[config.mk]
export PLATFORM = sky130hd
export DESIGN_NAME = nor4_selftest_seq_flat
export DESIGN_NICKNAME = d
export VERILOG_FILES = /design/src/rtl/nor4_selftest_seq_if.sv /design/src/rtl/nor4_selftest_seq.sv /design/src/flat_wrapper.sv
export SDC_FILE = /design/constraint.sdc
export NUM_CORES = 1
export LEC_CHECK = 0
export CAP_MARGIN = 40
export CORE_MARGIN = 2
export CORE_UTILIZATION = 40
export DETAILED_ROUTE_END_ITERATION = 16
export HOLD_SLACK_MARGIN = 0.05
export PLACE_DENSITY = 0.74
export SETUP_SLACK_MARGIN = 0.05
export SLEW_MARGIN = 5
export SYNTH_ARGS = -nofsm -noshare
export SYNTH_HDL_FRONTEND = slang
export SYNTH_SLANG_ARGS = --single-unit
export TNS_END_PERCENT = 1
[constraint.sdc]
create_clock -name clk_i -period 5.4 [get_ports clk_i]
set_clock_uncertainty 0.15 [all_clocks]
set_input_delay 0.81 -clock clk_i [delete_from_list [all_inputs] [get_ports clk_i]]
set_output_delay 0.81 -clock clk_i [all_outputs]
set_load 0.05 [all_outputs]
[src/rtl/nor4_selftest_seq_if.sv]
// ----------------------------------------------------------------------------
// nor4_selftest_seq_if
//   Bundles the signals between the NOR4 self-test sequencer and its
//   environment (gate under test plus controlling logic).
//   Signal names carry the sequencer's point of view (_i into it, _o out).
//
//   start_i       level request to run one full sweep
//   gate_out_i    output of the gate under test
//   a_o..d_o      gate inputs, a_o is the MSB of the current vector
//   busy_o        sweep in progress
//   done_o        sweep finished, results valid
//   pass_o        sweep finished with zero mismatches
//   err_count_o   number of mismatching vectors (0..16)
//   fail_vec_o    bit i set when vector i mismatched
//
//   master : the sequencer
//   slave  : the environment driving start/gate_out
// ----------------------------------------------------------------------------
interface nor4_selftest_seq_if;
  logic        start_i;
  logic        gate_out_i;
  logic        a_o;
  logic        b_o;
  logic        c_o;
  logic        d_o;
  logic        busy_o;
  logic        done_o;
  logic        pass_o;
  logic [4:0]  err_count_o;
  logic [15:0] fail_vec_o;

  modport master (
    input  start_i, gate_out_i,
    output a_o, b_o, c_o, d_o, busy_o, done_o, pass_o, err_count_o, fail_vec_o
  );

  modport slave (
    output start_i, gate_out_i,
    input  a_o, b_o, c_o, d_o, busy_o, done_o, pass_o, err_count_o, fail_vec_o
  );
endinterface

[src/rtl/nor4_selftest_seq.sv]
// ----------------------------------------------------------------------------
// nor4_selftest_seq
//   Self-test sequencer for a 4-input NOR gate. On start it walks {a,b,c,d}
//   through vectors 0..15, holds each vector for SETTLE_CYCLES cycles, then
//   samples gate_out for one cycle and compares it against the expected truth
//   table. Mismatches are logged per vector; a pass flag is raised in DONE.
//
//   Parameters
//     SETTLE_CYCLES  hold cycles before the sample cycle (legal 1..15)
//     INVERT         1: expect NOR(a,b,c,d), 0: expect OR(a,b,c,d)
//
//   Ports
//     clk_i    rising-edge clock
//     rst_n_i  synchronous active-low reset
//     bus      nor4_selftest_seq_if.master (start, gate_out, a..d, status)
//
//   All outputs come straight from registers.
// ----------------------------------------------------------------------------
module nor4_selftest_seq #(
  parameter int unsigned SETTLE_CYCLES = 2,
  parameter bit          INVERT        = 1'b1
) (
  input  logic                clk_i,
  input  logic                rst_n_i,
  nor4_selftest_seq_if.master bus
);

  typedef enum logic [1:0] {
    IDLE   = 2'd0,
    SETTLE = 2'd1,
    SAMPLE = 2'd2,
    DONE   = 2'd3
  } state_t;

  localparam logic [3:0] CNT_INIT = 4'(SETTLE_CYCLES - 1);

  state_t      state_q, state_d;
  logic [3:0]  vec_q,   vec_d;
  logic [3:0]  cnt_q,   cnt_d;
  logic        busy_q,  busy_d;
  logic        done_q,  done_d;
  logic        pass_q,  pass_d;
  logic [4:0]  err_q,   err_d;
  logic [15:0] fv_q,    fv_d;

  logic        exp_bit;
  logic        mismatch;
  logic [4:0]  err_inc;
  logic [15:0] fv_upd;

  assign exp_bit  = INVERT ? ~|vec_q : |vec_q;
  assign mismatch = (bus.gate_out_i != exp_bit);
  // Result of the current sample folded in; only committed in SAMPLE.
  assign err_inc  = err_q + 5'(mismatch);
  assign fv_upd   = fv_q | (16'(mismatch) << vec_q);

  always_comb begin
    state_d = state_q;
    vec_d   = vec_q;
    cnt_d   = cnt_q;
    busy_d  = busy_q;
    done_d  = done_q;
    pass_d  = pass_q;
    err_d   = err_q;
    fv_d    = fv_q;
    case (state_q)
      IDLE: begin
        if (bus.start_i) begin
          state_d = SETTLE;
          vec_d   = 4'd0;
          cnt_d   = CNT_INIT;
          err_d   = 5'd0;
          fv_d    = 16'h0000;
          busy_d  = 1'b1;
          done_d  = 1'b0;
          pass_d  = 1'b0;
        end
      end
      SETTLE: begin
        if (cnt_q == 4'd0) begin
          state_d = SAMPLE;
        end else begin
          cnt_d = cnt_q - 4'd1;
        end
      end
      SAMPLE: begin
        err_d = err_inc;
        fv_d  = fv_upd;
        if (vec_q != 4'd15) begin
          vec_d   = vec_q + 4'd1;
          cnt_d   = CNT_INIT;
          state_d = SETTLE;
        end else begin
          // vec stays at 15; pass uses the count including vector 15.
          state_d = DONE;
          busy_d  = 1'b0;
          done_d  = 1'b1;
          pass_d  = (err_inc == 5'd0);
        end
      end
      DONE: begin
        // No auto-restart: start must drop before another sweep can begin.
        if (!bus.start_i) begin
          state_d = IDLE;
          done_d  = 1'b0;
          pass_d  = 1'b0;
        end
      end
      default: state_d = IDLE;
    endcase
  end

  always_ff @(posedge clk_i) begin
    if (!rst_n_i) begin
      state_q <= IDLE;
      vec_q   <= 4'd0;
      cnt_q   <= 4'd0;
      busy_q  <= 1'b0;
      done_q  <= 1'b0;
      pass_q  <= 1'b0;
      err_q   <= 5'd0;
      fv_q    <= 16'h0000;
    end else begin
      state_q <= state_d;
      vec_q   <= vec_d;
      cnt_q   <= cnt_d;
      busy_q  <= busy_d;
      done_q  <= done_d;
      pass_q  <= pass_d;
      err_q   <= err_d;
      fv_q    <= fv_d;
    end
  end

  assign bus.a_o         = vec_q[3];
  assign bus.b_o         = vec_q[2];
  assign bus.c_o         = vec_q[1];
  assign bus.d_o         = vec_q[0];
  assign bus.busy_o      = busy_q;
  assign bus.done_o      = done_q;
  assign bus.pass_o      = pass_q;
  assign bus.err_count_o = err_q;
  assign bus.fail_vec_o  = fv_q;

endmodule

[src/flat_wrapper.sv]
// flat-port wrapper written by rule: the top's interface ports become plain ports
module nor4_selftest_seq_flat 
#(
  parameter int unsigned SETTLE_CYCLES = 2,
  parameter bit          INVERT        = 1'b1
)
  (clk_i, rst_n_i, bus_start_i, bus_gate_out_i, bus_a_o, bus_b_o, bus_c_o, bus_d_o, bus_busy_o, bus_done_o, bus_pass_o, bus_err_count_o, bus_fail_vec_o);
  nor4_selftest_seq_if bus_i ();
  input  logic clk_i;
  input  logic rst_n_i;
  input wire logic [$bits(bus_i.start_i)-1:0] bus_start_i;
  input wire logic [$bits(bus_i.gate_out_i)-1:0] bus_gate_out_i;
  output wire logic [$bits(bus_i.a_o)-1:0] bus_a_o;
  output wire logic [$bits(bus_i.b_o)-1:0] bus_b_o;
  output wire logic [$bits(bus_i.c_o)-1:0] bus_c_o;
  output wire logic [$bits(bus_i.d_o)-1:0] bus_d_o;
  output wire logic [$bits(bus_i.busy_o)-1:0] bus_busy_o;
  output wire logic [$bits(bus_i.done_o)-1:0] bus_done_o;
  output wire logic [$bits(bus_i.pass_o)-1:0] bus_pass_o;
  output wire logic [$bits(bus_i.err_count_o)-1:0] bus_err_count_o;
  output wire logic [$bits(bus_i.fail_vec_o)-1:0] bus_fail_vec_o;
  assign bus_i.start_i = bus_start_i;
  assign bus_i.gate_out_i = bus_gate_out_i;
  assign bus_a_o = bus_i.a_o;
  assign bus_b_o = bus_i.b_o;
  assign bus_c_o = bus_i.c_o;
  assign bus_d_o = bus_i.d_o;
  assign bus_busy_o = bus_i.busy_o;
  assign bus_done_o = bus_i.done_o;
  assign bus_pass_o = bus_i.pass_o;
  assign bus_err_count_o = bus_i.err_count_o;
  assign bus_fail_vec_o = bus_i.fail_vec_o;
  nor4_selftest_seq #(.SETTLE_CYCLES(SETTLE_CYCLES), .INVERT(INVERT)) u_core (.clk_i(clk_i), .rst_n_i(rst_n_i), .bus(bus_i));
endmodule
# ---- After elaboration in Yosys (flattened, before gate mapping)
# Cells that the tools add are included.
dict set report word_totals {
  register_bits 34
  wordCells 63
}
dict set report classes {
  n_addsub 3
  eq_ne 11
  n_shift 1
  n_mux 25
  bitwise 1
  n_reduce_logical 14
}
# operator n
set op_table {}
lappend op_table {{case mux 16 bit (2 select lines)} 1}
lappend op_table {{2-to-1 mux 4 bit} 5}
lappend op_table {{2-to-1 mux 16 bit} 1}
lappend op_table {{bitwise OR 16 bit} 1}
lappend op_table {{left shift 1 x 4 -> 16 bit} 1}
lappend op_table {{case mux 4 bit (3 select lines)} 1}
lappend op_table {{case mux 5 bit (2 select lines)} 1}
lappend op_table {{AND reduction 3 bit} 3}
lappend op_table {{2-to-1 mux 2 bit} 4}
lappend op_table {{!= test 2 bit (second input constant)} 4}
lappend op_table {{case mux 2 bit (4 select lines)} 1}
lappend op_table {{case mux 4 bit (2 select lines)} 1}
lappend op_table {{AND reduction 4 bit} 2}
lappend op_table {{2-to-1 mux 1 bit} 6}
lappend op_table {{case mux 1 bit (3 select lines)} 2}
lappend op_table {{nonzero test 3 bit} 2}
lappend op_table {{adder 5 x 1 -> 5 bit} 1}
lappend op_table {{logical NOT 5 bit} 1}
lappend op_table {{2-to-1 mux 5 bit} 1}
lappend op_table {{adder 4 x 1 -> 4 bit (second input constant)} 1}
lappend op_table {{equality test 2 bit (second input constant)} 2}
lappend op_table {{logical NOT 4 bit} 1}
lappend op_table {{!= test 2 x 1 -> 1 bit (second input constant)} 2}
lappend op_table {{!= test 4 bit (second input constant)} 1}
lappend op_table {{other kinds (9)} 9}

# ---- Longest topological paths before layout
# Gate-level depths: netlist (run 1).
dict set report depth {
  depth_word 7
  ltp_mapped 12
  ltp_nobuf 11
}

# ---- Worst setup path before layout (run 1)
# Ideal clock, no wire load.
dict set report synth_path {
  path_type {reg2reg}
  startpoint {reg u_core.vec_q[1]}
  endpoint {reg u_core.pass_q, in the netlist u_core.bus.pass_o}
  setup_ps 87
  arrival_time_ps 2509
  t_required_ps 5163
  slack_ps 2654
  stages_incl_launch_ff 12
  n_path_buf 1
  cell_sequence {dfxtp_1 buf_2 inv_1 ha_1 nor2b_2 nor2b_1 xor2_1 ha_1 ha_1 nor4_1 nand3_1 o31ai_1}
}
dict set report synth_via {
  elab_chain_cells 7
  word_cells_on_any_way 10
  classes_between {1 x add/sub; 3 x eq/ne; 2 x mux; 4 x reduce/logical}
}
# item line_no
set synth_rtl {}
lappend synth_rtl {{from (decl)} nor4_selftest_seq.sv:38} ;# logic [3:0] vec_q, vec_d;
lappend synth_rtl {{from (signal assigned)} nor4_selftest_seq.sv:125} ;# vec_q <= vec_d;
lappend synth_rtl {{OR reduction 4 bit} --}
lappend synth_rtl {{logical NOT 1 bit} nor4_selftest_seq.sv:51} ;# assign exp_bit = INVERT ? ~|vec_q : |vec_q;
lappend synth_rtl {{!= test 1 bit} nor4_selftest_seq.sv:52} ;# assign mismatch = (bus.gate_out_i != exp_bit);
lappend synth_rtl {{adder 5 x 1 -> 5 bit} nor4_selftest_seq.sv:54} ;# assign err_inc = err_q + 5'(mismatch);
lappend synth_rtl {{logical NOT 5 bit} nor4_selftest_seq.sv:98} ;# pass_d = (err_inc == 5'd0);
lappend synth_rtl {{2-to-1 mux 1 bit} nor4_selftest_seq.sv:89} ;# if (vec_q != 4'd15) begin
lappend synth_rtl {{case mux 1 bit (3 select lines)} nor4_selftest_seq.sv:66} ;# case (state_q)
lappend synth_rtl {{to (signal assigned)} nor4_selftest_seq.sv:129} ;# pass_q <= pass_d;
lappend synth_rtl {{to (decl)} nor4_selftest_seq.sv:42} ;# logic pass_q, pass_d;
# Parallel ways exist; a longest one is shown, timed or not. The select of a mux whose other input is x is not followed.
# A chain may end at the register's enable or synchronous reset.

# ---- Worst setup path in the final report (run 1)
dict set report layout_path {
  startpoint {reg u_core.vec_q[2]}
  endpoint {out bus_b_o}
}
# item line_no
set layout_lines {}
lappend layout_lines {{to (decl)} flat_wrapper.sv:14} ;# output wire logic [$bits(bus_i.b_o)-1:0] bus_b_o;
# No word-level cell between the ends.

==> impl_metrics.csv, run 1 <==
group,metric,value,unit
status,status,"completed",
timing,min_period,2.75,ns
synthesis,ys_seq_elements,34,
setup_path,cp.buffers_inverters,1,
clocking,cts_tree,"built",
min_path,hold_class,"flip-flop to flip-flop",
synthesis,synth_area_leaders,"dfxtp_1 44%, ha_1 4.8%, nand2_1 4.6%",
run,maxCapViolCount,0,
synthesis,yosysTopAreaCellShare,43.6,%
floorplan,rows,22,
route,drt_iter0_drc,89,
clocking,cts.repair.resized,0,
global_route,antenna_found_initial,0,
global_route,overflow,0,
timing,fin_crit_sh,50.8,%
timing,rsz0062_at_grt,"no",
clocking,clock-root-buffer,"clkbuf_8",
route,dr_total_vias,1303,
floorplan,die_x,66.5,um
power,peakVddDrop,0.129,mV
global_route,grt_max_degree,21,
place,post-dp-hpwl,2.21,mm
synthesis,yosys_warnings,0,
place,post-place-cells,243,
clocking,clockBufferDepth,2,
setup_path,cp_slowest_cell,"clkdlybuf4s50_1",
floorplan,die_area,0.00442,mm2
timing,max_slew_margin,60.3,%
timing,fmax,0.364,GHz
synthesis,ys_seq_area_share,43.6,%
floorplan,core,0.00372,mm2
route,drc,0,
clocking,clk-insertion-delay-late,0.28,ns
synthesis,syn-num-nets,183,
setup_path,worst-setup-path-type,"flip-flop to primary output",
route,vias_per_cell,5.21,
final_layout,instances_no_fill,250,
final_layout,final_nets,212,
route,routed_wl,3.16,mm
route,routedWlPerCell,12.6,um
setup_path,crit_family,"buffers and inverters",
clocking,postCtsSetupBuffers,0,
floorplan,pin_count,32,
synthesis,ys_types,42,
clocking,cts_buffers,5,
setup_path,cp_cell_sequence,"clkdlybuf4s50_1",
setup_path,r2r_slack,2.80,ns
floorplan,die_y,66.5,um
setup_path,cp-start-kind,"flip-flop",
synthesis,syn_area,0.00156,mm2
timing,hold_viol,0,
route,firstDrtPassIters,4,
setup_path,cp.arrival,1.79,ns
route,drtAntennaViolNets,0,
synthesis,netlist_instances,173,
power,power,555,uW
final_layout,layout-drive-gt1-share,6.44,%
synthesis,synth_top_area_cell,"dfxtp_1",
power,power.density,278,mW/mm2
timing,final-setup-viol-count,0,
setup_path,slowest_delay,0.90,ns
timing,drv_slew,0,
setup_path,crit_path_end_kind,"primary output",
global_route,track_usage,16.1,%
global_route,grt_pass1_wl,5.38,mm
place,io_buffer_count,31,
synthesis,avgSynthCellArea,9.03,um2
clocking,cts_sinks,34,
place,gp_congestion,0.819,
timing,tightest_slew,0.593,ns
final_layout,syn_to_final_growth,27.5,%
clocking,cts_max_level,2,
final_layout,num_antenna_cells,0,
clocking,postCtsHoldBufs,0,
global_route,grt_pass1_vias,1220,
clocking,path_clk_slew,0.07,ns
timing,hold_slack,0.296,ns
setup_path,required,4.44,ns
timing,tns,0,ns
floorplan,start_util,42.1,%
power,leakage,0.714,nW
setup_path,crit_fanout,13,
## cells in the final DEF, fill, tap and decap left out, types with 2 or more instances in the layout
| cell type | Yosys | routed |
|---|---|---|
| clkbuf_8 | 0 | 6 |
| nor3_1 | 3 | 3 |
| o21a_1 | 2 | 2 |
| and3_1 | 3 | 3 |
| xor2_1 | 7 | 7 |
| dfxtp_1 | 34 | 34 |
| nor2b_1 | 6 | 6 |
| a32o_1 | 6 | 6 |
| inv_1 | 4 | 4 |
| nand2b_1 | 3 | 3 |
| clkdlybuf4s50_1 | 0 | 31 |
| ha_1 | 6 | 6 |
| xnor2_1 | 2 | 2 |
| nand3_1 | 12 | 12 |
| o21ai_1 | 11 | 11 |
| nor2_1 | 7 | 7 |
| and2_1 | 3 | 3 |
| a22o_1 | 4 | 4 |
| o21ai_0 | 3 | 3 |
| a21boi_1 | 5 | 5 |
| nand2_1 | 19 | 19 |
| nand4_1 | 3 | 3 |
| a21oi_1 | 2 | 2 |
| a22oi_1 | 3 | 3 |
## Yosys cell counts, drive strengths merged
cell type and number:
nand4 3, nor4 2, nand2 19, nand3 12, nor2b 7, ha 6, inv 5, nor3b 1
dfxtp 34, nor2 8, a31oi 1, or2 1, nand2b 3, and2 3, o31ai 1, o21ai 14
o221ai 1, or3b 1, and2b 1, clkbuf 1, xnor2 2, a22o 4, a21oi 2, a22oi 3
o21ba 1, a21boi 5, and3 3, o211ai 1, o21bai 1, a32o 6, o21a 2, xor2 7
buf 8, nor3 3, or3 1
## area by class of cell
class                      count  area [um2]
fill                         363        1720
tap                           48        60.1
multi-input combinational    125         811
clock inverter                 1        30.0
timing repair buffer          31         310
sequential                    34         681
inverter                       5        18.8
clock buffer                   6        82.6
## metal layers
layer	global-route usage [%]	part of all wire (%)	vias up
li1	-	-	672
met1	19.4	50	597
met3	4.22	4.4	7
met4	9.18	2.3	0
met5	0	0	-
met2	25.9	44	27
## sequential cells by signal, indices dropped and copies added, names as in the netlist
register / count
u_core.bus.busy_o: 1
u_core.bus.done_o: 1
u_core.bus.err_count_o: 5
u_core.bus.fail_vec_o: 16
u_core.bus.pass_o: 1
u_core.cnt_q: 4
u_core.state_q: 2
u_core.vec_q: 4
## through the flow
step                setup WS, ns  utilization, %  area (um2)
CTS                         2.64            53.6        1990
finish                      2.65            53.6        1990
global placement            2.57            50.6        1880
detailed placement          2.54            50.6        1880
global route                2.58            53.6        1990
floorplan                   2.65               -        1560
## cell families (layout without fill, tap and decap cells)
| kind of cell | after synthesis | count (layout) | synth area share [%] |
|---|---|---|---|
| compound gates | 42 | 42 | 19.3 |
| buf+inv | 14 | 43 | 4.56 |
| simple gates | 68 | 68 | 22.7 |
| fa+ha+maj | 6 | 6 | 4.80 |
| flops | 34 | 34 | 43.6 |
| xor+xnor | 9 | 9 | 5.04 |
## final timing paths
path                                                from                                      to  depth (start not counted)
setup / recovery            u_core.vec_q[2]$_SDFFE_PN0P_                                 bus_b_o                          1
hold / removal    u_core.bus.fail_vec_o[14]$_SDFFE_PN0P_  u_core.bus.fail_vec_o[14]$_SDFFE_PN0P_                          2
setup reg to reg            u_core.vec_q[1]$_SDFFE_PN0P_          u_core.bus.pass_o$_SDFFE_PN0P_                         10
hold reg to reg   u_core.bus.fail_vec_o[14]$_SDFFE_PN0P_  u_core.bus.fail_vec_o[14]$_SDFFE_PN0P_                          2
## power breakdown
group	total (mW)	internal [mW]	switching [mW]
Clock	0.235	0.148	0.0875
Combinational	0.0570	0.0219	0.0352
Sequential	0.263	0.256	0.00704
No activity file was read; power rests on OpenSTA's default activity.
==> run 2, diff against run 1 <==
==> constraint.sdc (replaced) <==
create_clock -name clk_i -period 2.6 [get_ports clk_i]
set_clock_uncertainty 0.15 [all_clocks]
set_input_delay 0.39 -clock clk_i [delete_from_list [all_inputs] [get_ports clk_i]]
set_output_delay 0.39 -clock clk_i [all_outputs]
set_load 0.05 [all_outputs]
==> impl_metrics.csv, run 2 (synthesis results as in run 1) <==
group,metric,value,unit
status,status,"completed",
setup_path,crit_path_end_kind,"flip-flop",
final_layout,seqCellArea,688,um2
floorplan,die_y,66.5,um
global_route,track_usage,16.5,%
final_layout,layout-drive-gt1-share,13.3,%
route,firstDrtPassIters,4,
setup_path,cp_slowest_cell,"dfxtp_4",
setup_path,slowest_delay,0.38,ns
floorplan,rows,22,
place,post-dp-hpwl,2.28,mm
setup_path,cp.arrival,2.42,ns
run,maxCapViolCount,0,
clocking,postCtsHoldBufs,0,
route,drc,0,
final_layout,multi_input_area,835,um2
final_layout,final_nets,220,
power,leakage,0.747,nW
timing,tns,0,ns
power,pwr-share-comb,11.4,%
final_layout,syn_to_final_growth,32.3,%
min_path,hold_class,"flip-flop to flip-flop",
clocking,cts_tree,"built",
final_layout,num_antenna_cells,0,
place,gp_congestion,0.859,
setup_path,worst-setup-path-type,"flip-flop to flip-flop",
route,routedWlPerCell,12.5,um
clocking,clockBufferDepth,2,
timing,rsz0062_at_grt,"no",
timing,max_slew_margin,62.7,%
global_route,grt_pass1_wl,5.39,mm
route,drtAntennaViolNets,0,
route,routed_wl,3.23,mm
route,drt_iter0_drc,54,
timing,hold_slack,0.296,ns
setup_path,cp-start-kind,"flip-flop",
power,p_sw_share,26.5,%
power,power.internal,791,uW
floorplan,die_area,0.00442,mm2
timing,tightest_slew,0.559,ns
place,io_buffer_count,31,
timing,fin_crit_sh,91.1,%
clocking,clk-insertion-delay-late,0.29,ns
route,vias_per_cell,5.16,
clocking,cts_sinks,34,
power,clkPwrFrac,38.1,%
floorplan,die_x,66.5,um
timing,hold_viol,0,
power,p_sw,286,uW
timing,fmax,0.422,GHz
route,dr_total_vias,1336,
floorplan,pin_count,32,
setup_path,required,2.65,ns
setup_path,cp_cell_sequence,"inv_1 > ha_1 > nor2b_2 > nor2b_2 > xor2_1 > ha_2 > ha_4 > xor2_1 > nor4_2 > nand3_1 > o31ai_1",
power,power.density,521,mW/mm2
power,p_seq_share,50.5,%
global_route,overflow,0,
power,peakVddDrop,0.260,mV
timing,final-setup-viol-count,0,
clocking,cts_buffers,5,
final_layout,mostFrequentLayoutCells,"32 x dfxtp_1, 31 x clkdlybuf4s50_1, 19 x nand2_1",
clocking,clock-root-buffer,"clkbuf_8",
global_route,grt_max_degree,17,
global_route,grt_pass1_vias,1168,
clocking,path_clk_slew,0.07,ns
timing,drv_slew,0,
final_layout,largest_reg_flops,16,
floorplan,core,0.00372,mm2
floorplan,start_util,42.1,%
final_layout,fillers,341,
clocking,cts_max_level,2,
setup_path,crit_fanout,6,
timing,min_period,2.37,ns
final_layout,final_common_cell,"dfxtp_1",
global_route,antenna_found_initial,0,
-- run 2: cell types whose count changed in the layout (fill, tap and decap cells not counted), moves of 2 or more --
cell | before | now
ha_1 | 6 | 4
dfxtp_1 | 34 | 32
dfxtp_4 | 0 | 2
buf_4 | 0 | 8
-- run 2: final cells by class --
cell class | count | share of cell area, %
flip-flops and latches | 34 | 33.3
multi-input cells | 125 | 40.4
repair buffers | 39 | 17.9
clock inverters | 2 | 0.605
well taps | 48 | 2.91
inverters | 5 | 0.908
clock buffers | 6 | 4.00
-- run 2: metrics by stage --
step | cells | power (mW) | util (%) | worst slack [ns] | cell area (um2)
floorplan | 173 | 0.648 | - | 0.124 | 1570
global placement | 246 | 0.675 | 51.3 | 0.217 | 1910
detailed placement | 246 | 0.675 | 51.3 | 0.155 | 1910
CTS | 254 | 1.08 | 53.9 | 0.155 | 2000
global route | 259 | 1.13 | 55.6 | 0.0580 | 2070
finish | 259 | 1.08 | 55.6 | 0.232 | 2070
-- run 2: routing by layer --
metal  wire length (um)  vias to the layer above  GRT usage, %
li1                   -                      683             -
met1               1660                      621          22.0
met2               1390                       26          24.0
met3                117                        6          5.57
met4                 65                        0          7.65
met5                  0                        -             0
-- run 2: power by group through the flow --
stage               Clock (mW)  Sequential, mW  Combinational [mW]
finish                   0.410           0.544               0.122
global route             0.448           0.546               0.137
CTS                      0.419           0.545               0.119
detailed placement           0           0.557               0.118
global placement             0           0.557               0.118
floorplan                    0           0.562              0.0862
-- run 2: final timing paths --
kind	end	slack [ns]	from	depth (start not counted)
setup / recovery	u_core.bus.pass_o$_SDFFE_PN0P_	0.23	u_core.vec_q[1]$_SDFFE_PN0P_	11
hold / removal	u_core.bus.fail_vec_o[15]$_SDFFE_PN0P_	0.30	u_core.bus.fail_vec_o[15]$_SDFFE_PN0P_	2
setup reg to reg	u_core.bus.pass_o$_SDFFE_PN0P_	0.23	u_core.vec_q[1]$_SDFFE_PN0P_	11
hold reg to reg	u_core.bus.fail_vec_o[15]$_SDFFE_PN0P_	0.30	u_core.bus.fail_vec_o[15]$_SDFFE_PN0P_	2
-- run 2: worst max-delay path, delay by kind of cell (launching register included) --
family | cells | cell delay (ns)
and+or+nand+nor | 4 | 0.66
adders and majority gates | 3 | 0.54
DFF | 1 | 0.38
xor gates and xnor gates | 2 | 0.29
AOI/OAI and AO/OA | 1 | 0.19
buffers and inverters | 1 | 0.06
-- run 2: repair_timing --
action | CTS | global route
endpoints found under the setup margin | 0 | 1
gates resized for setup | 0 | 6
buffers inserted | 0 | 5
